`src/rtl/sp_ram_arbiter_if.sv`:
```
// Requester-side request/response bundle for sp_ram_arbiter.
// One instance per requester; the requester uses the master view,
// the arbiter the slave view.
interface sp_ram_arbiter_if #(
  parameter int AW = 3,
  parameter int DW = 16
);
  logic          req_valid;
  logic          req_ready;
  logic          req_we;
  logic [AW-1:0] req_addr;
  logic [DW-1:0] req_wdata;
  logic          rsp_valid;
  logic [DW-1:0] rsp_rdata;

  modport master (
    output req_valid, req_we, req_addr, req_wdata,
    input  req_ready, rsp_valid, rsp_rdata
  );

  modport slave (
    input  req_valid, req_we, req_addr, req_wdata,
    output req_ready, rsp_valid, rsp_rdata
  );
endinterface

```
`src/rtl/sp_ram_arbiter.sv`:
```
// Two-requester round-robin arbiter/sequencer in front of a single-port
// synchronous RAM (registered read data, one edge after addr is sampled).
// One transaction is in flight at a time: IDLE accepts a request, ISSUE
// presents it to the RAM, RDWAIT collects read data. Responses are a
// one-cycle pulse on the owning requester only.
module sp_ram_arbiter #(
  parameter int AW = 3,
  parameter int DW = 16
) (
  input  logic                wclk,
  input  logic                rst_n,
  sp_ram_arbiter_if.slave     a,
  sp_ram_arbiter_if.slave     b,
  output logic [AW-1:0]       ram_addr,
  output logic [DW-1:0]       ram_din,
  output logic                ram_we,
  input  logic [DW-1:0]       ram_dout,
  output logic                busy
);

  typedef enum logic [1:0] {
    IDLE   = 2'd0,
    ISSUE  = 2'd1,
    RDWAIT = 2'd2
  } state_t;

  localparam logic PORT_A = 1'b0;
  localparam logic PORT_B = 1'b1;

  state_t        state_q, state_d;
  logic          last_grant_q, last_grant_d;
  logic          owner_q, owner_d;
  logic          is_rd_q, is_rd_d;
  logic [AW-1:0] ram_addr_q, ram_addr_d;
  logic [DW-1:0] ram_din_q, ram_din_d;
  logic          ram_we_q, ram_we_d;
  logic          a_rsp_valid_q, a_rsp_valid_d;
  logic [DW-1:0] a_rsp_rdata_q, a_rsp_rdata_d;
  logic          b_rsp_valid_q, b_rsp_valid_d;
  logic [DW-1:0] b_rsp_rdata_q, b_rsp_rdata_d;

  // Arbitration result and the fields of the winning request.
  logic          grant_b;
  logic          hs;
  logic          sel_we;
  logic [AW-1:0] sel_addr;
  logic [DW-1:0] sel_wdata;

  // State register; reset abandons any in-flight transaction.
  always_ff @(posedge wclk or negedge rst_n) begin
    if (!rst_n) begin
      state_q <= IDLE;
    end else begin
      state_q <= state_d;
    end
  end

  // Next-state: reads need an extra cycle for the RAM's registered output.
  always_comb begin
    state_d = state_q;
    case (state_q)
      IDLE:    if (hs) state_d = ISSUE;
      ISSUE:   state_d = is_rd_q ? RDWAIT : IDLE;
      RDWAIT:  state_d = IDLE;
      default: state_d = IDLE;
    endcase
  end

  // Winner selection and ready outputs; B wins only when A is absent or
  // A was granted last, so exactly one ready is high in IDLE.
  always_comb begin
    grant_b     = b.req_valid && (!a.req_valid || (last_grant_q == PORT_A));
    a.req_ready = 1'b0;
    b.req_ready = 1'b0;
    if (state_q == IDLE) begin
      a.req_ready = !grant_b;
      b.req_ready = grant_b;
    end
    hs        = (state_q == IDLE) && (grant_b ? b.req_valid : a.req_valid);
    sel_we    = grant_b ? b.req_we    : a.req_we;
    sel_addr  = grant_b ? b.req_addr  : a.req_addr;
    sel_wdata = grant_b ? b.req_wdata : a.req_wdata;
  end

  // Datapath next values: capture on handshake, pulse responses, and keep
  // ram_we confined to the single ISSUE cycle of a write.
  always_comb begin
    last_grant_d  = last_grant_q;
    owner_d       = owner_q;
    is_rd_d       = is_rd_q;
    ram_addr_d    = ram_addr_q;
    ram_din_d     = ram_din_q;
    ram_we_d      = 1'b0;
    a_rsp_valid_d = 1'b0;
    b_rsp_valid_d = 1'b0;
    a_rsp_rdata_d = a_rsp_rdata_q;
    b_rsp_rdata_d = b_rsp_rdata_q;

    if (hs) begin
      ram_addr_d   = sel_addr;
      ram_din_d    = sel_wdata;
      ram_we_d     = sel_we;
      owner_d      = grant_b;
      is_rd_d      = !sel_we;
      last_grant_d = grant_b;
    end

    if ((state_q == ISSUE) && !is_rd_q) begin
      if (owner_q == PORT_B) begin
        b_rsp_valid_d = 1'b1;
      end else begin
        a_rsp_valid_d = 1'b1;
      end
    end

    if (state_q == RDWAIT) begin
      if (owner_q == PORT_B) begin
        b_rsp_valid_d = 1'b1;
        b_rsp_rdata_d = ram_dout;
      end else begin
        a_rsp_valid_d = 1'b1;
        a_rsp_rdata_d = ram_dout;
      end
    end
  end

  // Datapath registers; last_grant resets to B so A wins first contention.
  always_ff @(posedge wclk or negedge rst_n) begin
    if (!rst_n) begin
      last_grant_q  <= PORT_B;
      owner_q       <= PORT_A;
      is_rd_q       <= 1'b0;
      ram_addr_q    <= '0;
      ram_din_q     <= '0;
      ram_we_q      <= 1'b0;
      a_rsp_valid_q <= 1'b0;
      a_rsp_rdata_q <= '0;
      b_rsp_valid_q <= 1'b0;
      b_rsp_rdata_q <= '0;
    end else begin
      last_grant_q  <= last_grant_d;
      owner_q       <= owner_d;
      is_rd_q       <= is_rd_d;
      ram_addr_q    <= ram_addr_d;
      ram_din_q     <= ram_din_d;
      ram_we_q      <= ram_we_d;
      a_rsp_valid_q <= a_rsp_valid_d;
      a_rsp_rdata_q <= a_rsp_rdata_d;
      b_rsp_valid_q <= b_rsp_valid_d;
      b_rsp_rdata_q <= b_rsp_rdata_d;
    end
  end

  assign ram_addr    = ram_addr_q;
  assign ram_din     = ram_din_q;
  assign ram_we      = ram_we_q;
  assign a.rsp_valid = a_rsp_valid_q;
  assign a.rsp_rdata = a_rsp_rdata_q;
  assign b.rsp_valid = b_rsp_valid_q;
  assign b.rsp_rdata = b_rsp_rdata_q;
  assign busy        = (state_q != IDLE);

endmodule

```
`src/flat_wrapper.sv`:
```
// flat-port wrapper written by rule: the top's interface ports become plain ports
module sp_ram_arbiter_flat 
#(
  parameter int AW = 3,
  parameter int DW = 16
)
  (wclk, rst_n, ram_addr, ram_din, ram_we, ram_dout, busy, a_req_valid, a_req_we, a_req_addr, a_req_wdata, a_req_ready, a_rsp_valid, a_rsp_rdata, b_req_valid, b_req_we, b_req_addr, b_req_wdata, b_req_ready, b_rsp_valid, b_rsp_rdata);
  sp_ram_arbiter_if #(.AW(AW), .DW(DW)) a_i ();
  sp_ram_arbiter_if #(.AW(AW), .DW(DW)) b_i ();
  input  logic wclk;
  input  logic rst_n;
  output logic [AW-1:0] ram_addr;
  output logic [DW-1:0] ram_din;
  output logic ram_we;
  input  logic [DW-1:0] ram_dout;
  output logic busy;
  input wire logic [$bits(a_i.req_valid)-1:0] a_req_valid;
  input wire logic [$bits(a_i.req_we)-1:0] a_req_we;
  input wire logic [$bits(a_i.req_addr)-1:0] a_req_addr;
  input wire logic [$bits(a_i.req_wdata)-1:0] a_req_wdata;
  output wire logic [$bits(a_i.req_ready)-1:0] a_req_ready;
  output wire logic [$bits(a_i.rsp_valid)-1:0] a_rsp_valid;
  output wire logic [$bits(a_i.rsp_rdata)-1:0] a_rsp_rdata;
  input wire logic [$bits(b_i.req_valid)-1:0] b_req_valid;
  input wire logic [$bits(b_i.req_we)-1:0] b_req_we;
  input wire logic [$bits(b_i.req_addr)-1:0] b_req_addr;
  input wire logic [$bits(b_i.req_wdata)-1:0] b_req_wdata;
  output wire logic [$bits(b_i.req_ready)-1:0] b_req_ready;
  output wire logic [$bits(b_i.rsp_valid)-1:0] b_rsp_valid;
  output wire logic [$bits(b_i.rsp_rdata)-1:0] b_rsp_rdata;
  assign a_i.req_valid = a_req_valid;
  assign a_i.req_we = a_req_we;
  assign a_i.req_addr = a_req_addr;
  assign a_i.req_wdata = a_req_wdata;
  assign a_req_ready = a_i.req_ready;
  assign a_rsp_valid = a_i.rsp_valid;
  assign a_rsp_rdata = a_i.rsp_rdata;
  assign b_i.req_valid = b_req_valid;
  assign b_i.req_we = b_req_we;
  assign b_i.req_addr = b_req_addr;
  assign b_i.req_wdata = b_req_wdata;
  assign b_req_ready = b_i.req_ready;
  assign b_rsp_valid = b_i.rsp_valid;
  assign b_rsp_rdata = b_i.rsp_rdata;
  sp_ram_arbiter #(.AW(AW), .DW(DW)) u_core (.wclk(wclk), .rst_n(rst_n), .a(a_i), .b(b_i), .ram_addr(ram_addr), .ram_din(ram_din), .ram_we(ram_we), .ram_dout(ram_dout), .busy(busy));
endmodule
```
`config.mk`:
```
export PLATFORM = sky130hd
export DESIGN_NAME = sp_ram_arbiter_flat
export DESIGN_NICKNAME = d
export VERILOG_FILES = /design/src/rtl/sp_ram_arbiter_if.sv /design/src/rtl/sp_ram_arbiter.sv /design/src/flat_wrapper.sv
export SDC_FILE = /design/constraint.sdc
export NUM_CORES = 1
export LEC_CHECK = 0
export ABC_AREA = 1
export CAP_MARGIN = 5
export CELL_PAD_IN_SITES_DETAIL_PLACEMENT = 1
export CELL_PAD_IN_SITES_GLOBAL_PLACEMENT = 1
export CORE_MARGIN = 2
export CORE_UTILIZATION = 33
export CTS_BUF_LIST = sky130_fd_sc_hd__clkbuf_4
export CTS_CLUSTER_DIAMETER = 30
export DETAILED_ROUTE_END_ITERATION = 8
export HOLD_SLACK_MARGIN = 0.1
export PLACE_DENSITY_LB_ADDON = 0.1
export SYNTH_ARGS = -nofsm -noshare
export SYNTH_HDL_FRONTEND = slang
export SYNTH_SLANG_ARGS = --single-unit
```
`constraint.sdc`:
```
create_clock -name wclk -period 1.7 [get_ports wclk]
set_input_delay 0.255 -clock wclk [delete_from_list [all_inputs] [get_ports wclk]]
set_output_delay 0.255 -clock wclk [all_outputs]
set_load 0.005 [all_outputs]
```
==> key figures <==
Power
  • Clock share of power: 15.1%
  • Net Sw Frac: 33.83%
  • Sw power: 2225 µW
  • Sequential power share: 38.2%
  • Comb power frac: 46.8%
  • Pwr per Cell Area: 1613 nW/µm²
  • Pleak: 0.002025 µW
  • Pwr Total: 6578 µW
  • Peak VDD IR: 532.6 µV
  • Power Internal: 4352 µW

Placed design
  • Post-DP HPWL: 5098 µm
  • Placed Area: 3900 µm²
  • IO buf count: 116
  • Final RePlAce weighted congestion: 0.7182

Finish
  • Layout area overhead: 58.51%
  • Final Instance Area: 4078 µm²
  • NumNets Final: 491
  • Layout cell share with drive strength beyond 1: 10.32%
  • Number of diodes: 0
  • # fillers: 905

Synthesis
  • Post-synthesis mux area share: 0%
  • Gate Count Post-Synth: 302
  • Flop and latch count out of synthesis: 59
  • Synth Area in XOR/XNOR: 0%
  • Sequential fraction of the synthesis area: 57.44%
  • Synth Area in Compound Gates: 6.809%
  • Synthesis warning total: 0
  • Synth unique cells: 16
  • Largest family of logic cells by synthesized area: simple AND/OR/NAND/NOR gates
  • Adder-cell share of the synthesized area: 0%
  • Cell Area, Synth: 2572 µm²
  • Post-Synth Simple-Gate Area: 25.83%
  • Net Count, Synth: 362
  • Avg Inst Size Synth: 8.518 µm²

Timing
  • WHS: 371.0 ps
  • RSZ-0062 raised after global routing: no
  • Setup Skew: 17.17 ps
  • Final min period: 1578 ps
  • Fmax: 633.6 MHz
  • Fin. max-slew vios: 0
  • Period utilization: 92.84%
  • Least-Margin Pin Slew: 318.9 ps
  • Endpoints failing setup: 0
  • Worst rel slew slack: 78.74%
  • Final Hold Fails: 0

Setup path
  • CP startpoint kind: flip-flop
  • CP required: 1440 ps
  • Crit Path Max Fanout: 4
  • CP endpoint kind: output pin
  • Slowest CP cell: dfstp_2
  • Crit path max-delay family: flip-flops
  • CP Class: reg -> out
  • Buf+Inv Stages, Crit Path: 2
  • CP max stage delay: 580 ps
  • Cells along the critical path: nand2_4, nand2_2, nand2_1, inv_1, buf_2
  • Crit path DAT: 1320 ps

Floorplanning
  • Initial Util: 33.64%
  • Die Height: 92.29 µm
  • Ports: 117
  • Core Area: 7647 µm²
  • Die width: 92.29 µm
  • Die area: 8517 µm²
  • FP Rows: 32

Global route
  • Vias in the first global route: 2471
  • Total congestion overflow: 0
  • Gr usage total: 17.08%
  • Largest net degree at the start of global routing: 60
  • Global-route wire length before repair: 11520 µm
  • Antenna violations before repair: 0

Route
  • Vias per cell: 4.513
  • TritonRoute pass-1 iters: 4
  • Antenna Nets Post-Route: 0
  • DRC viols: 0
  • Routed len/inst: 13.00 µm
  • Vias: 2428
  • Initial DRC Count: 55
  • DRT Wirelength: 6994 µm

Clock tree
  • Clock Path Buffers: 2
  • Clock sink total: 59
  • CTS tree: done
  • Insertion delay to the later sink of the worst-skew pair: 390 ps
  • Root Buffer: clkbuf_4
  • CTS Buf Count: 9
  • Htree depth: 3
  • Reg clk slew, reported paths: 120 ps

Run status
  • Status: finished, final reports clean

Run
  • Number of max-cap violations: 0

Worst hold path
  • HP Class: in -> async
[layout make-up]
type                            count  area (µm²)  share of cell area, %
Inverter                           45       168.9                  4.142
Clock buffer                        9       67.56                  1.657
Timing Repair Buffer              134        1308                  32.06
Tap cell                          102       127.6                  3.130
Clock inverter                      7       68.82                  1.688
Sequential cell                    59        1478                  36.24
Multi-Input combinational cell    182       859.6                  21.08
[metal layers]
metal  GRT usage [%]  share of wire, %  vias to the layer above
li1                -                 -                     1192
met4           4.478              0.87                        0
met2           29.90                50                       72
met5               0                 0                        -
met3           6.184               6.1                        5
met1           19.86                43                     1159
[worst min-delay path, stage by stage]
cell and delay, ps:
dlygate4sd3_1 520, buf_2 120, buf_12 280
[cells in the mapped netlist (all sizes together)]
master,instances,share of area (%)
nand2,100,15
dfrtp,58,56
inv,45,6.6
o21ai,35,6.8
nand3,24,4.7
nand3b,19,5.5
buf,12,2.7
clkbuf,4,0.63
nor2,3,0.73
dfstp,1,1.0
nor3,1,0.19
[final timing paths]
path                                         from                     end  slack (ps)  depth (start not counted)
max in group asynchronous                   rst_n     u_core.last_grant_q        1010                          3
min in group wclk                     ram_dout[1]   u_core.a.rsp_rdata[1]         440                          3
setup / recovery              u_core.last_grant_q             a_req_ready         120                          5
hold reg to reg            u_core.b.rsp_rdata[13]  u_core.b.rsp_rdata[13]         490                          2
hold / removal                              rst_n  u_core.a.rsp_rdata[15]         370                          3
setup reg to reg              u_core.last_grant_q       u_core.ram_din[8]         200                          8
[cells by family after synthesis]
logic type             count (synthesis)
DFF                                   59
and+or+nand+nor                      147
AOI/OAI and AO/OA                     35
buffers and inverters                 61
[metrics by stage]
stage	worst slack (ps)	utilization [%]	std cells	setup TNS [ps]
CTS	-23.51	53.26	537	-41.50
global placement	-112.0	51.00	518	-2034
floorplan	491.2	-	302	0
global route	21.53	53.32	538	0
finish	121.7	53.32	538	0
detailed placement	-163.6	51.00	518	-2823
[state kept, by name (all words and copies together), names as in the netlist]
signal,flops
u_core.a.rsp_rdata,16
u_core.a.rsp_valid,1
u_core.b.rsp_rdata,16
u_core.b.rsp_valid,1
u_core.is_rd_q,1
u_core.last_grant_q,1
u_core.owner_q,1
u_core.ram_addr,3
u_core.ram_din,16
u_core.ram_we,1
u_core.state_q,2
[power groups by stage]
stage	combinational (µW)	clock, µW	sequential (µW)
floorplan	1120	0	2550
global placement	3020	0	2510
detailed placement	3110	0	2530
CTS	3150	1030	2520
global route	3430	1110	2590
finish	3080	991	2510
[what timing repair did]
action,4_1_cts,5_1_grt
gates cloned,0,0
endpoints found under the setup margin,3,2
pin swaps,1,0
setup buffers,2,1
endpoints found under the hold margin,58,0
hold buffers,1,0
resized for setup,10,5
[placed cells by master (no fill, tap or decap), types with 2 or more instances in the layout]
| cell | n |
|---|---|
| dfrtp_1 | 58 |
| clkinv_2 | 2 |
| buf_2 | 2 |
| clkbuf_4 | 9 |
| o21ai_0 | 35 |
| inv_2 | 4 |
| nand2_1 | 97 |
| clkinv_4 | 2 |
| nand2_4 | 2 |
| buf_4 | 15 |
| clkdlybuf4s50_1 | 112 |
| nor2_1 | 2 |
| nand3_1 | 23 |
| nand3b_1 | 19 |
| buf_12 | 2 |
| inv_1 | 41 |
Note: power is estimated with default switching activity, not from simulation.
